### src/rtl/manchester_codec_p_pkg.sv
// Shared types and helpers for the parametrised Manchester codec.
//   tx_state_t  : encoder FSM states (idle, sending a frame, inter-frame gap)
//   rx_state_t  : decoder FSM states (idle, receiving, one-cycle word delivery)
//   frame_bits  : bits per frame = start + payload + optional parity
//   calc_parity : parity bit over a zero-extended payload word
package manchester_pkg;

  typedef enum logic [1:0] {
    TX_IDLE,
    TX_SEND,
    TX_GAP
  } tx_state_t;

  typedef enum logic [1:0] {
    RX_IDLE,
    RX_RECV,
    RX_DONE
  } rx_state_t;

  function automatic int frame_bits(input int data_w, input int parity_en);
    return 1 + data_w + ((parity_en != 0) ? 1 : 0);
  endfunction

  // Zero-extension of the payload does not change its XOR.
  function automatic logic calc_parity(input logic [31:0] data, input logic odd);
    return (^data) ^ odd;
  endfunction

endpackage

### src/rtl/manchester_codec_p_if.sv
// Host-side and line-side signal bundle of the Manchester codec.
//   tx_data/tx_valid/tx_ready : encoder write handshake
//   mdo / mdi                 : serial line out (registered) / in (asynchronous)
//   rx_data/rx_valid/rx_rd    : decoder read holding register and read strobe
//   rx_parity_err/rx_code_err/rx_overrun : decoder status flags
// modport slave is the codec side, modport master the host/line side.
interface manchester_codec_p_if #(
  parameter int DATA_W = 8
);
  logic [DATA_W-1:0] tx_data;
  logic              tx_valid;
  logic              tx_ready;
  logic              mdo;
  logic              mdi;
  logic [DATA_W-1:0] rx_data;
  logic              rx_valid;
  logic              rx_rd;
  logic              rx_parity_err;
  logic              rx_code_err;
  logic              rx_overrun;

  modport master (
    output tx_data, tx_valid, rx_rd, mdi,
    input  tx_ready, mdo, rx_data, rx_valid, rx_parity_err, rx_code_err, rx_overrun
  );

  modport slave (
    input  tx_data, tx_valid, rx_rd, mdi,
    output tx_ready, mdo, rx_data, rx_valid, rx_parity_err, rx_code_err, rx_overrun
  );
endinterface

### src/rtl/manchester_codec_p_rx.sv
// Manchester decoder.
//   clk16x, rst     : codec clock, sync active-high reset
//   mdi             : asynchronous line input
//   rx_data         : last delivered word; rx_valid marks it unread
//   rx_rd           : read strobe, clears rx_valid and rx_overrun
//   rx_parity_err   : parity status of the word in rx_data
//   rx_code_err     : one-cycle pulse when a bit has no mid-bit transition
//   rx_overrun      : sticky, a word arrived while rx_valid was still set
// Timing is free-running from the start-bit mid transition; there is no
// phase tracking inside a frame.
module manchester_rx_p
  import manchester_pkg::*;
#(
  parameter int DATA_W     = 8,
  parameter int OSR        = 16,
  parameter int PARITY_EN  = 1,
  parameter int PARITY_ODD = 0
) (
  input  logic              clk16x,
  input  logic              rst,
  input  logic              mdi,
  input  logic              rx_rd,
  output logic [DATA_W-1:0] rx_data,
  output logic              rx_valid,
  output logic              rx_parity_err,
  output logic              rx_code_err,
  output logic              rx_overrun
);

  localparam int NB   = frame_bits(DATA_W, PARITY_EN);
  localparam int RW   = NB - 1;
  localparam int PH_W = $clog2(OSR);
  localparam int RB_W = $clog2(NB);

  localparam logic [PH_W-1:0] PH_LAST  = PH_W'(OSR - 1);
  localparam logic [PH_W-1:0] PH_START = PH_W'(OSR / 2 + 1);
  localparam logic [PH_W-1:0] PH_A     = PH_W'(OSR / 4);
  localparam logic [PH_W-1:0] PH_B     = PH_W'(3 * OSR / 4);
  localparam logic [RB_W-1:0] RB_LAST  = RB_W'(NB - 2);

  rx_state_t         state;
  logic              mdi_p0, mdi_p1, mdi_p2;
  logic [PH_W-1:0]   ph;
  logic [RB_W-1:0]   rbit;
  logic              a_seen;
  logic              a_smp;
  logic [RW-1:0]     shreg;
  logic              rise;
  logic              b_hit;
  logic [DATA_W-1:0] word;
  logic              perr;

  // p0/p1: synchroniser; p2: previous synchronised value for edge detect
  always_ff @(posedge clk16x) begin
    if (rst) begin
      mdi_p0 <= 1'b0;
      mdi_p1 <= 1'b0;
      mdi_p2 <= 1'b0;
    end else begin
      mdi_p0 <= mdi;
      mdi_p1 <= mdi_p0;
      mdi_p2 <= mdi_p1;
    end
  end

  assign rise  = mdi_p1 & ~mdi_p2;
  // The first PH_B after the start edge falls inside the start bit; a_seen
  // masks it so B is always paired with the A of the same bit.
  assign b_hit = (state == RX_RECV) && (ph == PH_B) && a_seen;
  assign word  = shreg[RW-1 -: DATA_W];
  assign perr  = (PARITY_EN != 0) ? ((^shreg) != (PARITY_ODD != 0)) : 1'b0;

  // ph = (cycles since start edge + OSR/2) mod OSR, i.e. position in the
  // current data bit, so A and B fall on fixed phase values.
  always_ff @(posedge clk16x) begin
    if (rst) begin
      state         <= RX_IDLE;
      ph            <= '0;
      rbit          <= '0;
      a_seen        <= 1'b0;
      a_smp         <= 1'b0;
      rx_data       <= '0;
      rx_valid      <= 1'b0;
      rx_parity_err <= 1'b0;
      rx_code_err   <= 1'b0;
      rx_overrun    <= 1'b0;
    end else begin
      rx_code_err <= 1'b0;
      if (rx_rd && rx_valid) begin
        rx_valid   <= 1'b0;
        rx_overrun <= 1'b0;
      end
      case (state)
        RX_IDLE: begin
          if (rise) begin
            state  <= RX_RECV;
            ph     <= PH_START;
            rbit   <= '0;
            a_seen <= 1'b0;
          end
        end
        RX_RECV: begin
          ph <= (ph == PH_LAST) ? '0 : ph + 1'b1;
          if (ph == PH_A) begin
            a_smp  <= mdi_p1;
            a_seen <= 1'b1;
          end
          if (b_hit) begin
            if (a_smp == mdi_p1) begin
              rx_code_err <= 1'b1;
              state       <= RX_IDLE;
            end else if (rbit == RB_LAST) begin
              state <= RX_DONE;
            end else begin
              rbit <= rbit + 1'b1;
            end
          end
        end
        RX_DONE: begin
          state <= RX_IDLE;
          if (!rx_valid || rx_rd) begin
            rx_data       <= word;
            rx_parity_err <= perr;
            rx_valid      <= 1'b1;
          end else begin
            rx_overrun <= 1'b1;
          end
        end
        default: state <= RX_IDLE;
      endcase
    end
  end

  always_ff @(posedge clk16x) begin
    if (b_hit) shreg <= (shreg << 1) | RW'(mdi_p1);
  end

endmodule

### src/rtl/manchester_codec_p_tx.sv
// Manchester encoder.
//   clk16x, rst        : codec clock (OSR x bit rate), sync active-high reset
//   tx_data, tx_valid  : word to send and write request
//   tx_ready           : high only in IDLE; one word accepted per frame
//   mdo                : registered line output, idle low
// A frame is start '1', payload MSB first, optional parity. Each bit is
// OSR clocks: complement of the bit for the first half, the bit itself for
// the second. After the frame mdo is held low for IDLE_BITS bit-times.
module manchester_tx_p
  import manchester_pkg::*;
#(
  parameter int DATA_W     = 8,
  parameter int OSR        = 16,
  parameter int PARITY_EN  = 1,
  parameter int PARITY_ODD = 0,
  parameter int IDLE_BITS  = 2
) (
  input  logic              clk16x,
  input  logic              rst,
  input  logic [DATA_W-1:0] tx_data,
  input  logic              tx_valid,
  output logic              tx_ready,
  output logic              mdo
);

  localparam int NB      = frame_bits(DATA_W, PARITY_EN);
  localparam int GAP_LEN = IDLE_BITS * OSR;
  localparam int CNT_W   = $clog2(OSR);
  localparam int BIT_W   = $clog2(NB);
  localparam int GAP_W   = (GAP_LEN > 1) ? $clog2(GAP_LEN) : 1;

  localparam logic [CNT_W-1:0] CNT_LAST = CNT_W'(OSR - 1);
  localparam logic [CNT_W-1:0] CNT_MID  = CNT_W'(OSR / 2 - 1);
  localparam logic [BIT_W-1:0] BIT_LAST = BIT_W'(NB - 1);
  localparam logic [GAP_W-1:0] GAP_LAST = GAP_W'(GAP_LEN - 1);

  tx_state_t         state;
  logic [CNT_W-1:0]  cnt;
  logic [BIT_W-1:0]  bidx;
  logic [GAP_W-1:0]  gcnt;
  logic [NB-1:0]     sh;
  logic              par;
  logic [DATA_W+1:0] full_word;
  logic              accept;

  assign par       = calc_parity(32'(tx_data), PARITY_ODD != 0);
  // Without parity the top NB bits of {start, data, parity} are the frame.
  assign full_word = {1'b1, tx_data, par};
  assign accept    = (state == TX_IDLE) && tx_valid && tx_ready;

  // cnt is the clock index within the bit currently shown on mdo, so mdo
  // is always set one clock ahead from the bit at the top of sh.
  always_ff @(posedge clk16x) begin
    if (rst) begin
      state    <= TX_IDLE;
      tx_ready <= 1'b1;
      mdo      <= 1'b0;
      cnt      <= '0;
      bidx     <= '0;
      gcnt     <= '0;
    end else begin
      case (state)
        TX_IDLE: begin
          if (accept) begin
            state    <= TX_SEND;
            tx_ready <= 1'b0;
            mdo      <= 1'b0;
            cnt      <= '0;
            bidx     <= '0;
          end
        end
        TX_SEND: begin
          if (cnt == CNT_LAST) begin
            cnt <= '0;
            if (bidx == BIT_LAST) begin
              mdo <= 1'b0;
              if (GAP_LEN == 0) begin
                state    <= TX_IDLE;
                tx_ready <= 1'b1;
              end else begin
                state <= TX_GAP;
                gcnt  <= '0;
              end
            end else begin
              bidx <= bidx + 1'b1;
              mdo  <= ~sh[NB-2];
            end
          end else begin
            cnt <= cnt + 1'b1;
            if (cnt == CNT_MID) mdo <= sh[NB-1];
          end
        end
        TX_GAP: begin
          if (gcnt == GAP_LAST) begin
            state    <= TX_IDLE;
            tx_ready <= 1'b1;
          end else begin
            gcnt <= gcnt + 1'b1;
          end
        end
        default: state <= TX_IDLE;
      endcase
    end
  end

  always_ff @(posedge clk16x) begin
    if (accept) sh <= full_word[DATA_W+1 -: NB];
    else if ((state == TX_SEND) && (cnt == CNT_LAST)) sh <= sh << 1;
  end

endmodule

### src/rtl/manchester_codec_p.sv
// Parametrised Manchester codec top: encoder and decoder side by side on
// one clock. No logic here beyond wiring.
//   clk16x : codec clock, OSR x bit rate
//   rst    : synchronous active-high reset
//   bus    : slave side of manchester_codec_p_if (tx handshake, line
//            pins, rx holding register and flags)
module manchester_codec_p
  import manchester_pkg::*;
#(
  parameter int DATA_W     = 8,
  parameter int OSR        = 16,
  parameter int PARITY_EN  = 1,
  parameter int PARITY_ODD = 0,
  parameter int IDLE_BITS  = 2
) (
  input  logic               clk16x,
  input  logic               rst,
  manchester_codec_p_if.slave bus
);

  manchester_tx_p #(
    .DATA_W    (DATA_W),
    .OSR       (OSR),
    .PARITY_EN (PARITY_EN),
    .PARITY_ODD(PARITY_ODD),
    .IDLE_BITS (IDLE_BITS)
  ) u_tx (
    .clk16x  (clk16x),
    .rst     (rst),
    .tx_data (bus.tx_data),
    .tx_valid(bus.tx_valid),
    .tx_ready(bus.tx_ready),
    .mdo     (bus.mdo)
  );

  manchester_rx_p #(
    .DATA_W    (DATA_W),
    .OSR       (OSR),
    .PARITY_EN (PARITY_EN),
    .PARITY_ODD(PARITY_ODD)
  ) u_rx (
    .clk16x       (clk16x),
    .rst          (rst),
    .mdi          (bus.mdi),
    .rx_rd        (bus.rx_rd),
    .rx_data      (bus.rx_data),
    .rx_valid     (bus.rx_valid),
    .rx_parity_err(bus.rx_parity_err),
    .rx_code_err  (bus.rx_code_err),
    .rx_overrun   (bus.rx_overrun)
  );

endmodule

### src/flat_wrapper.sv
// flat-port wrapper written by rule: the top's interface ports become plain ports
module manchester_codec_p_flat import manchester_pkg::*;
#(
  parameter int DATA_W     = 8,
  parameter int OSR        = 16,
  parameter int PARITY_EN  = 1,
  parameter int PARITY_ODD = 0,
  parameter int IDLE_BITS  = 2
)
  (clk16x, rst, bus_tx_data, bus_tx_valid, bus_rx_rd, bus_mdi, bus_tx_ready, bus_mdo, bus_rx_data, bus_rx_valid, bus_rx_parity_err, bus_rx_code_err, bus_rx_overrun);
  manchester_codec_p_if #(.DATA_W(DATA_W)) bus_i ();
  input  logic clk16x;
  input  logic rst;
  input wire logic [$bits(bus_i.tx_data)-1:0] bus_tx_data;
  input wire logic [$bits(bus_i.tx_valid)-1:0] bus_tx_valid;
  input wire logic [$bits(bus_i.rx_rd)-1:0] bus_rx_rd;
  input wire logic [$bits(bus_i.mdi)-1:0] bus_mdi;
  output wire logic [$bits(bus_i.tx_ready)-1:0] bus_tx_ready;
  output wire logic [$bits(bus_i.mdo)-1:0] bus_mdo;
  output wire logic [$bits(bus_i.rx_data)-1:0] bus_rx_data;
  output wire logic [$bits(bus_i.rx_valid)-1:0] bus_rx_valid;
  output wire logic [$bits(bus_i.rx_parity_err)-1:0] bus_rx_parity_err;
  output wire logic [$bits(bus_i.rx_code_err)-1:0] bus_rx_code_err;
  output wire logic [$bits(bus_i.rx_overrun)-1:0] bus_rx_overrun;
  assign bus_i.tx_data = bus_tx_data;
  assign bus_i.tx_valid = bus_tx_valid;
  assign bus_i.rx_rd = bus_rx_rd;
  assign bus_i.mdi = bus_mdi;
  assign bus_tx_ready = bus_i.tx_ready;
  assign bus_mdo = bus_i.mdo;
  assign bus_rx_data = bus_i.rx_data;
  assign bus_rx_valid = bus_i.rx_valid;
  assign bus_rx_parity_err = bus_i.rx_parity_err;
  assign bus_rx_code_err = bus_i.rx_code_err;
  assign bus_rx_overrun = bus_i.rx_overrun;
  manchester_codec_p #(.DATA_W(DATA_W), .OSR(OSR), .PARITY_EN(PARITY_EN), .PARITY_ODD(PARITY_ODD), .IDLE_BITS(IDLE_BITS)) u_core (.clk16x(clk16x), .rst(rst), .bus(bus_i));
endmodule
### config.mk
export PLATFORM = sky130hd
export DESIGN_NAME = manchester_codec_p_flat
export DESIGN_NICKNAME = d
export VERILOG_FILES = /design/src/rtl/manchester_codec_p_pkg.sv /design/src/rtl/manchester_codec_p_if.sv /design/src/rtl/manchester_codec_p_rx.sv /design/src/rtl/manchester_codec_p_tx.sv /design/src/rtl/manchester_codec_p.sv /design/src/flat_wrapper.sv
export SDC_FILE = /design/constraint.sdc
export NUM_CORES = 1
export LEC_CHECK = 0
export CAP_MARGIN = 10
export CORE_ASPECT_RATIO = 1.2
export CORE_MARGIN = 5
export CORE_UTILIZATION = 40
export DETAILED_ROUTE_END_ITERATION = 16
export MAX_ROUTING_LAYER = met4
export PLACE_DENSITY = 0.68
export REMOVE_ABC_BUFFERS = 1
export SLEW_MARGIN = 20
export SYNTH_ARGS = -nofsm -noshare
export SYNTH_HDL_FRONTEND = slang
export SYNTH_SLANG_ARGS = --single-unit
### constraint.sdc
create_clock -name clk16x -period 5 [get_ports clk16x]
set_input_delay 0.75 -clock clk16x [delete_from_list [all_inputs] [get_ports clk16x]]
set_output_delay 0.75 -clock clk16x [all_outputs]
set_load 0.01 [all_outputs]
==> run_results.csv, run 1 <==
group,metric,value,unit
synth,syn_inst,285,
sta,final-setup-viol-count,0,
clock_tree,clk_latency,0.33,ns
synth,synth_area,2828,um^2
sta,fin_crit_sh,45.46,%
worst_setup_path,cp_max_fo,15,
worst_setup_path,start_kind,"primary input",
sta,rsz0062_at_grt,"false",
synth,ys_async_sr_fraction,0,%
clock_tree,cts.sinks,63,
sta,tightest_slew,0.7330,ns
synth,ys_seq_elements,63,
die,die_h,102.1,um
synth,yosysMostFrequentCell,"dfxtp_1",
detailed_routing,drt_iter0_drc,89,
sta,whs,0.4430,ns
synth,synth_edf_count,18,
die,rows,33,
detailed_routing,drt_wl_total,5.228,mm
worst_setup_path,cp-end-kind,"register",
die,io_pins,27,
sta,tns,0,ns
clock_tree,root_buffer,"clkbuf_8",
clock_tree,hold_buffers,0,
clock_tree,htreeDepth,3,
layout,fin_nets,337,
outcome,run_status,"finished, final reports clean",
global_route,overflow,0,
placed_design,dp_hpwl,3.852,mm
global_route,grtUsageTotal,13.11,%
layout,design_area,3367,um^2
worst_setup_path,cp.arrival,2.26,ns
detailed_routing,drcViolationCount,0,
clock_tree,path_clk_slew,0.07,ns
clock_tree,cts_buffer_depth,2,
worst_setup_path,path_class,"in2reg",
job,cap_violations,0,
worst_setup_path,slowest_delay,0.53,ns
layout,multi_input_area,1303,um^2
pwr,power_density,310.0,nW/um^2
detailed_routing,drt_first_pass_iters,4,
global_route,grt_pass1_vias,2036,
clock_tree,post_cts_buffers,0,
global_route,grt_pass1_wl,8.963,mm
synth,ys.flop_type,"dfxtp_1",
detailed_routing,ant_nets,0,
synth,avgSynthCellArea,9.922,um^2
clock_tree,cts_inserted_buffers,9,
detailed_routing,wl_per_cell,12.85,um
placed_design,pre_cts_ws,2.374,ns
layout,diodes,0,
die,start_util,41.26,%
sta,fin_skew,0.009362,ns
clock_tree,ctsResizeCount,0,
layout,synthToLayoutAreaGrowth,19.07,%
synth,synth_top_area_share,31.86,%
sta,slew_viol_final,0,
layout,final_util,49.12,%
synth,synth_cell_type_count,45,
sta,relSlewSlack,50.98,%
synth,seq_area_frac_synth,50.97,%
die,dieArea,8858,um^2
global_route,antenna_found_initial,0,
synth,yosysTopAreaCell,"dfxtp_1",
placed_design,dpl-instance-area,3169,um^2
worst_setup_path,cp.required,4.99,ns
pwr,peakVddDrop,0.1418,mV
worst_setup_path,crit_chain,"clkdlybuf4s50_1 > nand4bb_1 > nand2_1",
detailed_routing,routed_via_density,5.037,
pwr,p_leak,1.236,nW
sta,setup_slack,2.727,ns
layout,drive_above_1_share,7.500,%
worst_setup_path,cpMaxStageDelayCell,"nand2_1",
placed_design,post-place-cells,391,
layout,seq_area,1441,um^2
global_route,grt_max_degree,23,
placed_design,io_buffers,26,
detailed_routing,vias,2050,
worst_setup_path,cp_num_buf_inv,1,
sta,hold_viol,0,
pwr,total_power,1.044,mW
placed_design,gp_congestion,0.8370,
sta,period_needed,2.273,ns
sta,fmax,0.4400,GHz
die,die_x,86.76,um
worst_setup_path,cpLargestDelayFamily,"simple AND/OR/NAND/NOR gates",
synth,synth_common_cells,"dfxtp_1, nand2_1, nor2_1",
layout,instances_no_fill,407,
clock_tree,tritoncts,"yes",
layout,nFillCells,651,
synth,synthTopCellsByArea,"dfxtp_1, edfxtp_1, nand2_1",
die,coreArea,6854,um^2
synth,ys_warn_count,0,
worst_hold_path,min_path_type,"reg2reg",
==> placed cells by master, fill, tap and decap left out, drive strengths merged, types with 8 or more instances in the layout <==
| master | instances |
|---|---|
| mux2i | 9 |
| ha | 9 |
| inv | 11 |
| clkbuf | 10 |
| nor2 | 28 |
| a21oi | 18 |
| edfxtp | 18 |
| dfxtp | 45 |
| nand3 | 13 |
| xnor2 | 10 |
| nand2 | 38 |
| xor2 | 9 |
| a211oi | 8 |
| clkdlybuf4s50 | 26 |
==> per-layer routing <==
| metal | vias to the layer above | part of all wire, % | track usage, % |
|---|---|---|---|
| met5 | - | 0 | - |
| met4 | 0 | 2.0 | 6.954 |
| met3 | 9 | 2.6 | 2.016 |
| met2 | 26 | 51 | 22.44 |
| met1 | 963 | 45 | 14.65 |
| li1 | 1052 | - | - |
==> sequential cells by signal (all words and copies together) (netlist names), 2 cells and up <==
signal / flops
u_core.u_tx.state: 2
u_core.u_rx.rx_data: 8
u_core.u_rx.ph: 4
u_core.u_rx.rbit: 4
u_core.u_rx.state: 2
u_core.u_rx.shreg: 9
u_core.u_tx.bidx: 4
u_core.u_tx.cnt: 4
u_core.u_tx.sh: 10
u_core.u_tx.gcnt: 5
==> logic make-up (layout without fill, tap and decap cells) <==
logic type	count (synthesis)	in the layout	synth area share (%)
simple gates	119	119	21.77
compound gates	44	44	9.779
xor+xnor	20	20	6.947
buf+inv	20	55	2.964
mux	10	10	3.584
flops	63	63	50.97
fa+ha+maj	9	9	3.982
==> report_power, final <==
group	leakage, nW	internal, mW	total, mW	switching, mW
registers	0.530	0.538	0.546	0.00801
logic	0.608	0.0311	0.0695	0.0384
clock network	0.0981	0.241	0.428	0.187
==> area by class of cell <==
cell class	count	share of cell area, %
Sequential cell	63	42.81
Multi-Input combinational cell	202	38.68
Timing Repair Buffer	28	8.175
Clock buffer	10	4.088
Tap cell	87	3.233
Clock inverter	6	1.784
Inverter	11	1.226
==> worst paths after layout <==
path	from	end	cells past startpoint	slack (ns)
worst max-delay path	bus_tx_valid	u_core.u_tx.sh[5]	3	2.73
worst min-delay path	u_core.u_rx.mdi_p0	u_core.u_rx.mdi_p1	1	0.44
worst max register to register	u_core.u_tx.gcnt[0]	u_core.u_tx.gcnt[1]	7	2.92
worst min register to register	u_core.u_rx.mdi_p0	u_core.u_rx.mdi_p1	1	0.44
(Power assumes the default switching activity.)
==> run 2, diff against run 1 <==
--- a/config.mk
+++ b/config.mk
@@ -11,7 +11,7 @@
 export CORE_UTILIZATION = 40
 export DETAILED_ROUTE_END_ITERATION = 16
 export MAX_ROUTING_LAYER = met4
-export PLACE_DENSITY = 0.68
+export PLACE_DENSITY = 0.7
 export REMOVE_ABC_BUFFERS = 1
 export SLEW_MARGIN = 20
 export SYNTH_ARGS = -nofsm -noshare
==> constraint.sdc (replaced) <==
create_clock -name clk16x -period 1.9 [get_ports clk16x]
set_input_delay 0.285 -clock clk16x [delete_from_list [all_inputs] [get_ports clk16x]]
set_output_delay 0.285 -clock clk16x [all_outputs]
set_load 0.01 [all_outputs]
==> run 2 against run 1 <==
Clock power grew to 3.6 times the previous value. Register-to-register slack worse by 2.8 ns. Die area stayed put. Largest cell class unchanged. Sequential power grew to 2.6 times the previous value. First-iteration DRC count is 24% higher. Hold slack worse by 0.0051 ns.
==> run_results.csv, run 2 (same netlist as run 1, synthesis figures left out) <==
group,metric,value,unit
global_route,grt_max_degree,15,
sta,hold_viol,0,
detailed_routing,vias,2097,
sta,period_needed,1.734,ns
clock_tree,cts.sinks,63,
placed_design,dpl-instance-area,3244,um^2
layout,top_regs,"u_core.u_tx.sh: 10 flops, u_core.u_rx.shreg: 9 flops, u_core.u_rx.rx_data: 8 flops",
layout,design_area,3518,um^2
clock_tree,post_cts_buffers,0,
sta,fin_skew,0.007522,ns
placed_design,pre_cts_ws,0.1408,ns
worst_setup_path,cp-end-kind,"register",
layout,synthToLayoutAreaGrowth,24.42,%
layout,largest_reg_flops,10,
die,io_pins,27,
worst_setup_path,path_class,"reg2reg",
job,cap_violations,0,
sta,final-setup-viol-count,0,
outcome,run_status,"finished, final reports clean",
detailed_routing,drt_iter0_drc,110,
die,die_x,86.76,um
global_route,grt_pass1_wl,9.480,mm
clock_tree,root_buffer,"clkbuf_8",
layout,fin_nets,347,
detailed_routing,routed_via_density,5.029,
clock_tree,path_clk_slew,0.07,ns
layout,final_util,51.33,%
placed_design,dp_hpwl,3.844,mm
sta,tns,0,ns
detailed_routing,drt_first_pass_iters,4,
worst_setup_path,start_kind,"register",
sta,fin_crit_sh,91.28,%
global_route,grtUsageTotal,14.04,%
clock_tree,htreeDepth,3,
detailed_routing,ant_nets,0,
clock_tree,clk_latency,0.34,ns
sta,setup_slack,0.1657,ns
die,rows,33,
worst_setup_path,cp.arrival,1.96,ns
clock_tree,cts_buffer_depth,2,
die,dieArea,8858,um^2
worst_setup_path,cp_max_fo,3,
clock_tree,cts_inserted_buffers,9,
placed_design,io_buffers,26,
worst_setup_path,cp.required,2.12,ns
layout,mostFrequentLayoutCell,"dfxtp_1",
sta,relSlewSlack,72.57,%
sta,rsz0062_at_grt,"false",
layout,diodes,0,
placed_design,gp_congestion,0.8441,
detailed_routing,drcViolationCount,0,
die,coreArea,6854,um^2
pwr,power_density,908.2,nW/um^2
worst_hold_path,min_path_type,"reg2reg",
pwr,p_leak,1.323,nW
layout,drive_above_1_share,10.61,%
sta,tightest_slew,0.4059,ns
pwr,peakVddDrop,0.4613,mV
die,die_h,102.1,um
sta,slew_viol_final,0,
sta,fmax,0.5766,GHz
layout,mostFrequentLayoutCells,"dfxtp_1, nand2_1, nor2_1, clkdlybuf4s50_1",
detailed_routing,drt_wl_total,5.453,mm
die,start_util,41.26,%
global_route,overflow,0,
global_route,antenna_found_initial,0,
clock_tree,tritoncts,"yes",
layout,largest-register,"u_core.u_tx.sh",
global_route,grt_pass1_vias,2094,
detailed_routing,wl_per_cell,13.08,um
-- run 2: cell count changes in the layout (fill, tap and decap cells not counted), sizes merged --
cell,delta
buf,+10
bufinv,+3
clkbuf,-1
clkinv,-1
clkinvlp,-1
-- run 2: metal layers --
metal | global-route usage, % | share of wire (%)
met1 | 16.57 | 46
met2 | 22.32 | 48
met3 | 3.548 | 3.3
met4 | 6.715 | 2.5
met5 | - | 0
-- run 2: final cells by class --
| class | count | area [um^2] |
|---|---|---|
| inverters | 11 | 41.29 |
| clock inverters | 7 | 145.1 |
| well taps | 87 | 108.9 |
| flip-flops and latches | 63 | 1441 |
| repair buffers | 38 | 350.3 |
| fillers | 629 | 3336 |
| multi-input cells | 202 | 1308 |
| clock buffers | 9 | 123.9 |
-- run 2: worst max-delay path, cell delays in order (launching register included) --
cell     delay [ns]
dfxtp_1        0.33
ha_1           0.21
and3_1         0.19
ha_1           0.21
nor3b_2        0.21
buf_4          0.16
nand4_1        0.10
xor2_1         0.15
nor2_1         0.06
-- run 2: stage by stage --
| step | total power, mW | cells | hold WS (ns) |
|---|---|---|---|
| 5_1_grt | 3.302 | 417 | 0.4723 |
| 4_1_cts | 3.212 | 417 | 0.4406 |
| 6_report | 3.195 | 417 | 0.4378 |
| 3_3_place_gp | 1.661 | 401 | 0.4247 |
| 2_1_floorplan | 1.572 | 276 | 0.3541 |
| 3_5_place_dp | 1.664 | 401 | 0.4231 |
-- run 2: what timing repair did --
item                                    4_1_cts  5_1_grt
endpoints found under the setup margin        0        3
hold buffers                                  0        0
resized for setup                             0        1
-- run 2: final timing paths --
| kind | from | endpoint | slack, ns | cells past startpoint |
|---|---|---|---|---|
| worst max-delay path | u_core.u_tx.gcnt[0] | u_core.u_tx.gcnt[3] | 0.17 | 8 |
| worst min-delay path | u_core.u_rx.mdi_p0 | u_core.u_rx.mdi_p1 | 0.44 | 1 |
| worst max register to register | u_core.u_tx.gcnt[0] | u_core.u_tx.gcnt[3] | 0.17 | 8 |
| worst min register to register | u_core.u_rx.mdi_p0 | u_core.u_rx.mdi_p1 | 0.44 | 1 |
-- run 2: report_power, final --
part	switching (mW)	leakage, nW	internal (mW)	total [mW]
registers	0.0221	0.530	1.42	1.44
logic	0.109	0.663	0.0897	0.199
clock network	0.551	0.130	1.01	1.56
